`src/rtl/reg_file_pkg.sv`:
```
// Shared constants, address type and packed-bus slicing helpers for the register file.
// Latency: none (declarations and pure functions only).
// Backpressure: not applicable.
package reg_file_pkg;

  localparam int XLEN_DEF  = 32;
  localparam int NREGS_DEF = 32;
  localparam int AW_DEF    = $clog2(NREGS_DEF);

  typedef logic [AW_DEF-1:0] reg_addr_t;

  // Low bit of port 'port' in a packed multi-port bus of 'width'-bit lanes.
  function automatic int unsigned lo_bit(input int unsigned port, input int unsigned width);
    return port * width;
  endfunction

  // An address is live when it names real storage: in range and not the hardwired zero.
  function automatic logic addr_live(input int unsigned addr, input int unsigned nregs,
                                     input int unsigned zero_reg);
    return (addr < nregs) && !((zero_reg != 0) && (addr == 0));
  endfunction

endpackage

```
`src/rtl/reg_scoreboard.sv`:
```
// Per-register write-pending scoreboard: busy vector with flush > set > clear priority.
// Latency: busy updates one cycle after issue/write; issue_ok is combinational.
// Backpressure: issue_ok=0 refuses an issue to a register whose producer is still in flight.
module reg_scoreboard
  import reg_file_pkg::*;
#(
  parameter int NREGS    = NREGS_DEF,
  parameter int NWR      = 2,
  parameter int ZERO_REG = 1,
  localparam int AW      = $clog2(NREGS)
) (
  input  logic            CLK,
  input  logic            RST_N,
  input  logic [NWR-1:0]    wr_en,
  input  logic [NWR*AW-1:0] wr_addr,
  input  logic              issue_en,
  input  logic [AW-1:0]     issue_addr,
  input  logic              flush,
  output logic [NREGS-1:0]  busy,
  output logic              issue_ok
);

  logic [NREGS-1:0] busy_q;
  logic [NREGS-1:0] busy_d;
  logic [NREGS-1:0] clr;
  logic [NREGS-1:0] set;
  logic [AW-1:0]    wa;
  logic             issue_live;
  logic             issue_hit_wr;

  // Writebacks clear busy; an accepted issue sets it and beats a same-cycle writeback,
  // since that writeback retires the older producer. Flush wipes everything.
  always_comb begin
    clr          = '0;
    set          = '0;
    wa           = '0;
    issue_hit_wr = 1'b0;
    for (int j = 0; j < NWR; j++) begin
      wa = wr_addr[lo_bit(j, AW) +: AW];
      if (wr_en[j] && addr_live(32'(wa), NREGS, ZERO_REG)) begin
        clr[wa] = 1'b1;
      end
      if (wr_en[j] && (wa == issue_addr)) begin
        issue_hit_wr = 1'b1;
      end
    end
    issue_live = addr_live(32'(issue_addr), NREGS, ZERO_REG);
    issue_ok   = issue_live ? (!flush && (!busy_q[issue_addr] || issue_hit_wr)) : 1'b1;
    if (issue_en && issue_ok && issue_live) begin
      set[issue_addr] = 1'b1;
    end
    busy_d = flush ? '0 : ((busy_q & ~clr) | set);
  end

  // Busy vector register.
  always_ff @(posedge CLK or negedge RST_N) begin
    if (!RST_N) begin
      busy_q <= '0;
    end else begin
      busy_q <= busy_d;
    end
  end

  assign busy = busy_q;

endmodule

```
`src/rtl/reg_file_sb.sv`:
```
// Multi-port integer register file with optional x0, write-to-read bypass and busy scoreboard.
// Latency: reads combinational; writes visible next cycle (same cycle via bypass).
// Backpressure: ISSUE_OK gates new producers on busy destinations; reads report RD_READY.
module reg_file_sb
  import reg_file_pkg::*;
#(
  parameter int XLEN     = XLEN_DEF,
  parameter int NREGS    = NREGS_DEF,
  parameter int NRD      = 2,
  parameter int NWR      = 2,
  parameter int ZERO_REG = 1,
  parameter int BYPASS   = 1,
  localparam int AW      = $clog2(NREGS)
) (
  input  logic              CLK,
  input  logic              RST_N,
  input  logic [NRD*AW-1:0]   RD_ADDR,
  output logic [NRD*XLEN-1:0] RD_DATA,
  output logic [NRD-1:0]      RD_READY,
  input  logic [NWR-1:0]      WR_EN,
  input  logic [NWR*AW-1:0]   WR_ADDR,
  input  logic [NWR*XLEN-1:0] WR_DATA,
  input  logic                ISSUE_EN,
  input  logic [AW-1:0]       ISSUE_ADDR,
  output logic                ISSUE_OK,
  input  logic                FLUSH,
  output logic [NREGS-1:0]    BUSY,
  output logic                WR_CONFLICT
);

  logic [XLEN-1:0]  regs_q [NREGS];
  logic [AW-1:0]    wa     [NWR];
  logic [XLEN-1:0]  wd     [NWR];
  logic [NWR-1:0]   w_live;
  logic [NREGS-1:0] busy_vec;
  logic             conflict_d;
  logic             conflict_q;

  for (genvar j = 0; j < NWR; j++) begin : g_wr
    assign wa[j]     = WR_ADDR[lo_bit(j, AW) +: AW];
    assign wd[j]     = WR_DATA[lo_bit(j, XLEN) +: XLEN];
    assign w_live[j] = WR_EN[j] & addr_live(32'(wa[j]), NREGS, ZERO_REG);
  end

  // Storage: ports applied in ascending order so the highest index lands last and wins.
  always_ff @(posedge CLK or negedge RST_N) begin
    if (!RST_N) begin
      for (int r = 0; r < NREGS; r++) begin
        regs_q[r] <= '0;
      end
    end else begin
      for (int j = 0; j < NWR; j++) begin
        if (w_live[j]) begin
          regs_q[wa[j]] <= wd[j];
        end
      end
    end
  end

  // Any pair of live write ports aimed at the same register is a conflict.
  always_comb begin
    conflict_d = 1'b0;
    for (int j = 0; j < NWR; j++) begin
      for (int k = j + 1; k < NWR; k++) begin
        if (w_live[j] && w_live[k] && (wa[j] == wa[k])) begin
          conflict_d = 1'b1;
        end
      end
    end
  end

  // Conflict flag is reported one cycle after the colliding writes.
  always_ff @(posedge CLK or negedge RST_N) begin
    if (!RST_N) begin
      conflict_q <= 1'b0;
    end else begin
      conflict_q <= conflict_d;
    end
  end

  for (genvar i = 0; i < NRD; i++) begin : g_rd
    logic [AW-1:0]   ra;
    logic [XLEN-1:0] rdat;
    logic            rrdy;

    assign ra = RD_ADDR[lo_bit(i, AW) +: AW];

    // Dead addresses read 0 and ready; otherwise stored value, overridden by the
    // highest-index same-cycle write when bypassing.
    always_comb begin
      rdat = '0;
      rrdy = 1'b1;
      if (addr_live(32'(ra), NREGS, ZERO_REG)) begin
        rdat = regs_q[ra];
        rrdy = !busy_vec[ra];
        if (BYPASS != 0) begin
          for (int j = 0; j < NWR; j++) begin
            if (w_live[j] && (wa[j] == ra)) begin
              rdat = wd[j];
              rrdy = 1'b1;
            end
          end
        end
      end
    end

    assign RD_DATA[lo_bit(i, XLEN) +: XLEN] = rdat;
    assign RD_READY[i]                      = rrdy;
  end

  reg_scoreboard #(
    .NREGS    (NREGS),
    .NWR      (NWR),
    .ZERO_REG (ZERO_REG)
  ) u_sb (
    .CLK        (CLK),
    .RST_N      (RST_N),
    .wr_en      (WR_EN),
    .wr_addr    (WR_ADDR),
    .issue_en   (ISSUE_EN),
    .issue_addr (ISSUE_ADDR),
    .flush      (FLUSH),
    .busy       (busy_vec),
    .issue_ok   (ISSUE_OK)
  );

  assign BUSY        = busy_vec;
  assign WR_CONFLICT = conflict_q;

endmodule
```
`config.mk`:
```
export PLATFORM = sky130hd
export DESIGN_NAME = reg_file_sb
export DESIGN_NICKNAME = d
export VERILOG_FILES = /design/src/rtl/reg_file_pkg.sv /design/src/rtl/reg_scoreboard.sv /design/src/rtl/reg_file_sb.sv
export SDC_FILE = /design/constraint.sdc
export NUM_CORES = 2
export LEC_CHECK = 0
export BUFFER_PORTS_ARGS = -buffer_cell sky130_fd_sc_hd__buf_2
export CAP_MARGIN = 20
export CELL_PAD_IN_SITES_DETAIL_PLACEMENT = 0
export CELL_PAD_IN_SITES_GLOBAL_PLACEMENT = 1
export CORE_UTILIZATION = 52
export CTS_BUF_LIST = sky130_fd_sc_hd__clkbuf_8
export CTS_CLUSTER_DIAMETER = 120
export DETAILED_ROUTE_END_ITERATION = 10
export HOLD_SLACK_MARGIN = 0.08
export PLACE_DENSITY_LB_ADDON = 0.1
export RECOVER_POWER = 50
export SLEW_MARGIN = 20
export SYNTH_ARGS = -nofsm -noshare
export SYNTH_HDL_FRONTEND = slang
export SYNTH_SLANG_ARGS = --single-unit
```
`constraint.sdc`:
```
create_clock -name CLK -period 4.7 [get_ports CLK]
set_input_delay 0.94 -clock CLK [delete_from_list [all_inputs] [get_ports CLK]]
set_output_delay 0.94 -clock CLK [all_outputs]
set_load 0.05 [all_outputs]
```
* After elaboration in Yosys (flattened, before gate mapping) *
Index checks and enable logic that the tools add are counted.

storage, ports and cells
  register bits = 1057
  input bits = 95
  word-level logic and storage cells = 142

cells by class
  bitwise logic cells = 10
  $lt $le $gt $ge = 14
  reduce and logical (&&, ||, !) cells = 31
  equality and inequality tests = 7
  multiplexer cells = 46

operators with widths
  kind                                                                           number
  1024-bit bitwise mux                                                           2
  1024-bit 2-to-1 mux                                                            2
  32-bit 2-to-1 mux                                                              16
  32-bit binary-select mux with 5-bit select                                     2
  32-bit demux with 5-bit select                                                 2
  32-bit OR                                                                      2
  5-bit equality test                                                            7
  32-bit AND                                                                     1
  32-bit inverter                                                                1
  5-bit by 6-bit less-than comparator with 1-bit output (second input constant)  5
  5-bit logical NOT                                                              5
  6-bit >= comparator (second input constant)                                    4
  5-bit inverter with 6-bit output                                               4
  1-bit logical AND                                                              18
  1-bit 2-to-1 mux                                                               16
  1-bit binary-select mux with 5-bit select                                      3
  1-bit demux with 5-bit select                                                  3
  5-bit by 1-bit >= comparator with 1-bit output (second input constant)         3
  6-bit by 1-bit less-than comparator with 1-bit output (second input constant)  2
  1-bit logical NOT                                                              7
  1-bit AND                                                                      2
  1-bit logical OR                                                               1

* Logic depth before layout (Yosys ltp) *
  word-level depth = 12
  depth in mapped cells = 9

* Cells and area by module *
Synthesis repeated with hierarchy kept, for this count alone.

second synthesis, totals
  cell total of the unflattened synthesis = 7221
  area, all modules = 67963.9 µm²

by module, submodules not included
  module          area each (µm²)  times used  cells each
  reg_file_sb     65341.4          1           6904
  reg_scoreboard  2622.5           1           317

* Least setup slack after synthesis *
OpenSTA, ideal clock, no wires.

  path type = in2out
  start point = input port ISSUE_ADDR[1]
  end point = output port ISSUE_OK
  arrival = 3.350 ns
  data required time = 3.760 ns
  setup slack = 0.410 ns
  path buffers = 2
  stages on the path = 7
  cells stage by stage = clkbuf_1 > buf_2 > mux2i_1 > o22ai_1 > nor4_1 > a21oi_1 > o21ai_0

between the ends
  cells in the longest elaborated chain, start to end = 7

ends and longest elaborated chain
  element                                                                                            RTL line              text
  from (decl)                                                                                        reg_file_sb.sv:24     input logic [AW-1:0] ISSUE_ADDR,
  parallel branches: the longest is 6 deep, another holds 1-bit binary-select mux with 5-bit select  n/a
  1-bit 2-to-1 mux (*)                                                                               reg_scoreboard.sv:48  issue_ok = issue_live ? (!flush && (!busy_q[issue_addr] || issue_hit_wr)) : 1'b1;
  to (decl)                                                                                          reg_file_sb.sv:25     output logic ISSUE_OK,

Every way passes the cells marked *. The select of a mux whose other input is x is not followed.

* Final worst setup path *
  start point = input port RD_ADDR[5]
  end point = output port RD_DATA[63]

between the ends
  cells in the longest elaborated chain, start to end = 7

ends and longest elaborated chain
  element                                                 RTL line           text
  from (decl)                                             reg_file_sb.sv:17  input logic [NRD*AW-1:0] RD_ADDR,
  5-bit inverter with 6-bit output (implied by the code)  reg_file_sb.sv:94  rdat = regs_q[ra];
  32-bit binary-select mux with 5-bit select              reg_file_sb.sv:94
  32-bit 2-to-1 mux (implied by the code) (2 in a row)    reg_file_sb.sv:94
  32-bit 2-to-1 mux (2 in a row)                          reg_file_sb.sv:98  if (w_live[j] && (wa[j] == ra)) begin
  32-bit 2-to-1 mux (*)                                   reg_file_sb.sv:93  if (addr_live(32'(ra), NREGS, ZERO_REG)) begin
  to (decl)                                               reg_file_sb.sv:18  output logic [NRD*XLEN-1:0] RD_DATA,

Mark *: on every way between the ends. The rest lies on a longest branch, timed or not. The select of a mux whose other input is x is not followed.

==> flow_summary.yaml <==
yosys:
  synthCells: 6461
  yosysUniqueCellTypes: 61
  synth_top_area_share_pct: 39.43
  async_flop_share_pct: 100.0
  yosys_warnings: 0
  avgSynthCellArea_sq_um: 10.38
  syn_area_sq_mm: 0.06708
  yosys-top-cells-count: "1,057 x dfrtp_1, 994 x mux2i_1, 979 x a21oi_1"
  synth.area.top_cells: "dfrtp_1 39%, mux4_2 18%, mux2i_1 15%, a21oi_1 7.3%, nor2_1 4.7%"
  ys_seq_area_share_pct: 39.43
  synth_enable_flop_cells: 0
  yosysMostFrequentCell: "dfrtp_1"
  synth_nets: 6556
  ys.flop_type: "dfrtp_1"
  ys_ff_latch: 1057
  yosys.area.top_type: "dfrtp_1"
worst_setup_path:
  crit_required_ns: 3.76
  cp-end-kind: "primary output"
  cp.arrival_ns: 3.66
  critPathLaunchType: "primary input"
  worstSetupPathType: "in -> out"
  critical_path.max_fanout: 31
global_routing:
  grt_pass1_wl_mm: 420.1
  grt_max_degree: 117
  grt_pass1_vias: 55410
  antenna_found_initial: 21
  grt_use_total_pct: 45.49
  overflow: 0
layout:
  fillers: 10780
  multiInputGateArea_sq_mm: 0.03766
  fin_nets: 6452
  drive_gt1_share_pct: 22.20
  synthToLayoutAreaGrowth_pct: 11.84
  seqCellArea_sq_mm: 0.02645
  utilization_pct: 58.76
  final_cell_area_sq_mm: 0.07503
run_status:
  status: "finished, violations left"
  failed_checks: "capacitance limit, slew limit"
detailed_routing:
  dr.pass1.iters: 7
  postRouteAntennaNets: 0
  drc_errors: 0
  routed_via_density: 7.143
  vias: 58350
  wl_mm: 298.9
  drt_iter0_drc: 9490
  wl_per_cell_microns: 36.59
floorplan:
  die_w_microns: 361.2
  core_sq_mm: 0.1277
  dieArea_sq_mm: 0.1304
  start_util_pct: 52.54
  std_cell_rows: 131
  fp.dieH_microns: 361.2
  ios: 195
hold_path:
  hold_class: "in -> reg"
clocking:
  cts_resized: 0
  cts_buffers: 190
  cts_tree: "yes"
  clkLatencyLatePin_ns: 0.94
  cts_buffer_depth: 3
  h-tree-depth: 4
  cts-root-buf: "clkbuf_8"
  path_clk_slew_ns: 0.07
  clkSinkCount: 1057
timing:
  hold_slack_ns: 0.1723
  max_clock_freq_mhz: 217.2
  slew_violations: 260
  hold_viol_final: 0
  setup_viol: 0
  worst_pin_slew_ns: 3.608
  rsz0062_at_grt: "no"
  fin_worst_skew_ns: 0.006682
  period_share_pct: 97.96
  slew_headroom_pct: -141.1
  final.setup.tns_ns: 0
  period_needed_ns: 4.604
placed_design:
  numPortBuffers: 194
  place_area_sq_mm: 0.07125
  place_hpwl_mm: 180.7
  gp_congestion: 0.9720
run:
  maxCapViolations: 9
power:
  vdd_drop_max_uv: 299.2
  leakage_nw: 33.55
  p_per_area_mw_per_mm2: 416.2
[layout by cell type (no fill, tap or decap), drive strengths merged, types with 85 or more instances in the layout]
| cell type | instances |
|---|---|
| dfrtp | 1057 |
| clkbuf | 271 |
| inv | 95 |
| a21oi | 979 |
| a22oi | 85 |
| mux2i | 994 |
| buf | 509 |
| nand2 | 311 |
| o21ai | 245 |
| nor2 | 847 |
| mux4 | 527 |
[critical path, cell delays in order]
cell and delay (ns):
buf_8 0.38, xor2_1 0.17, nor4_2 0.58, buf_4 0.55
a21oi_1 0.13, a21oi_1 0.47, buf_4 0.22, buf_12 0.13
[registers in the layout, summed over array words and instances, names as in the netlist]
register	count
u_sb.busy	32
regs_q	1024
WR_CONFLICT	1
[per-stage QoR]
| step | power (mW) | setup WS [ns] | instances |
|---|---|---|---|
| CTS | 30.97 | 0.2129 | 8157 |
| global placement | 21.72 | 0.2204 | 7824 |
| detailed placement | 22.04 | 0.2122 | 7825 |
| floorplan | 19.12 | 0.4101 | 6461 |
| finish | 31.23 | 0.09579 | 8169 |
| global route | 32.38 | 0.1384 | 8166 |
[per-layer routing]
metal	up-vias	part of all wire, %	GRT usage, %
li1	23540	-	-
met1	28830	37	59.86
met2	4813	41	63.33
met3	1160	14	16.78
met4	12	7.5	28.83
met5	-	0.020	0
[final cells by class]
type	count	area share, %
Tap cell	1662	2.772
Clock buffer	248	4.549
Antenna cell	11	0.03669
Timing Repair Buffer	533	6.456
Inverter	31	0.1551
Multi-Input combinational cell	4544	50.20
Clock inverter	83	0.5820
Sequential cell	1057	35.25
[logic make-up after synthesis]
group	after synthesis	synth area share, %
AO/OA/AOI/OAI	1581	13.32
XOR/XNOR	35	0.4570
flip-flops	1057	39.43
buffers and inverters	860	5.215
AND/OR/NAND/NOR	1377	8.546
multiplexers	1551	33.03
[final timing paths]
kind / from / endpoint / slack, ns / depth (start not counted)
setup / recovery: RD_ADDR[5] / RD_DATA[63] / 0.1 / 8
hold / removal: FLUSH / u_sb.busy[0] / 0.17 / 2
setup reg to reg: u_sb.busy[11] / u_sb.busy[23] / 2.52 / 5
hold reg to reg: regs_q[1003] / regs_q[1003] / 0.39 / 0
max in group asynchronous: RST_N / regs_q[465] / 0.63 / 3
min in group asynchronous: RST_N / regs_q[291] / 1.40 / 2
[where the power goes]
group          switching, mW  internal, mW
combinational           4.31          4.51
sequential              1.91          11.4
clock                   4.27          4.80
total                   10.5          20.7
[repair_timing]
action / in CTS / in global routing
hold buffers: 1 / 0
endpoints found under the hold margin: 15 / 0
setup buffers: 0 / 0
Note: power is estimated with default switching activity, not from simulation.
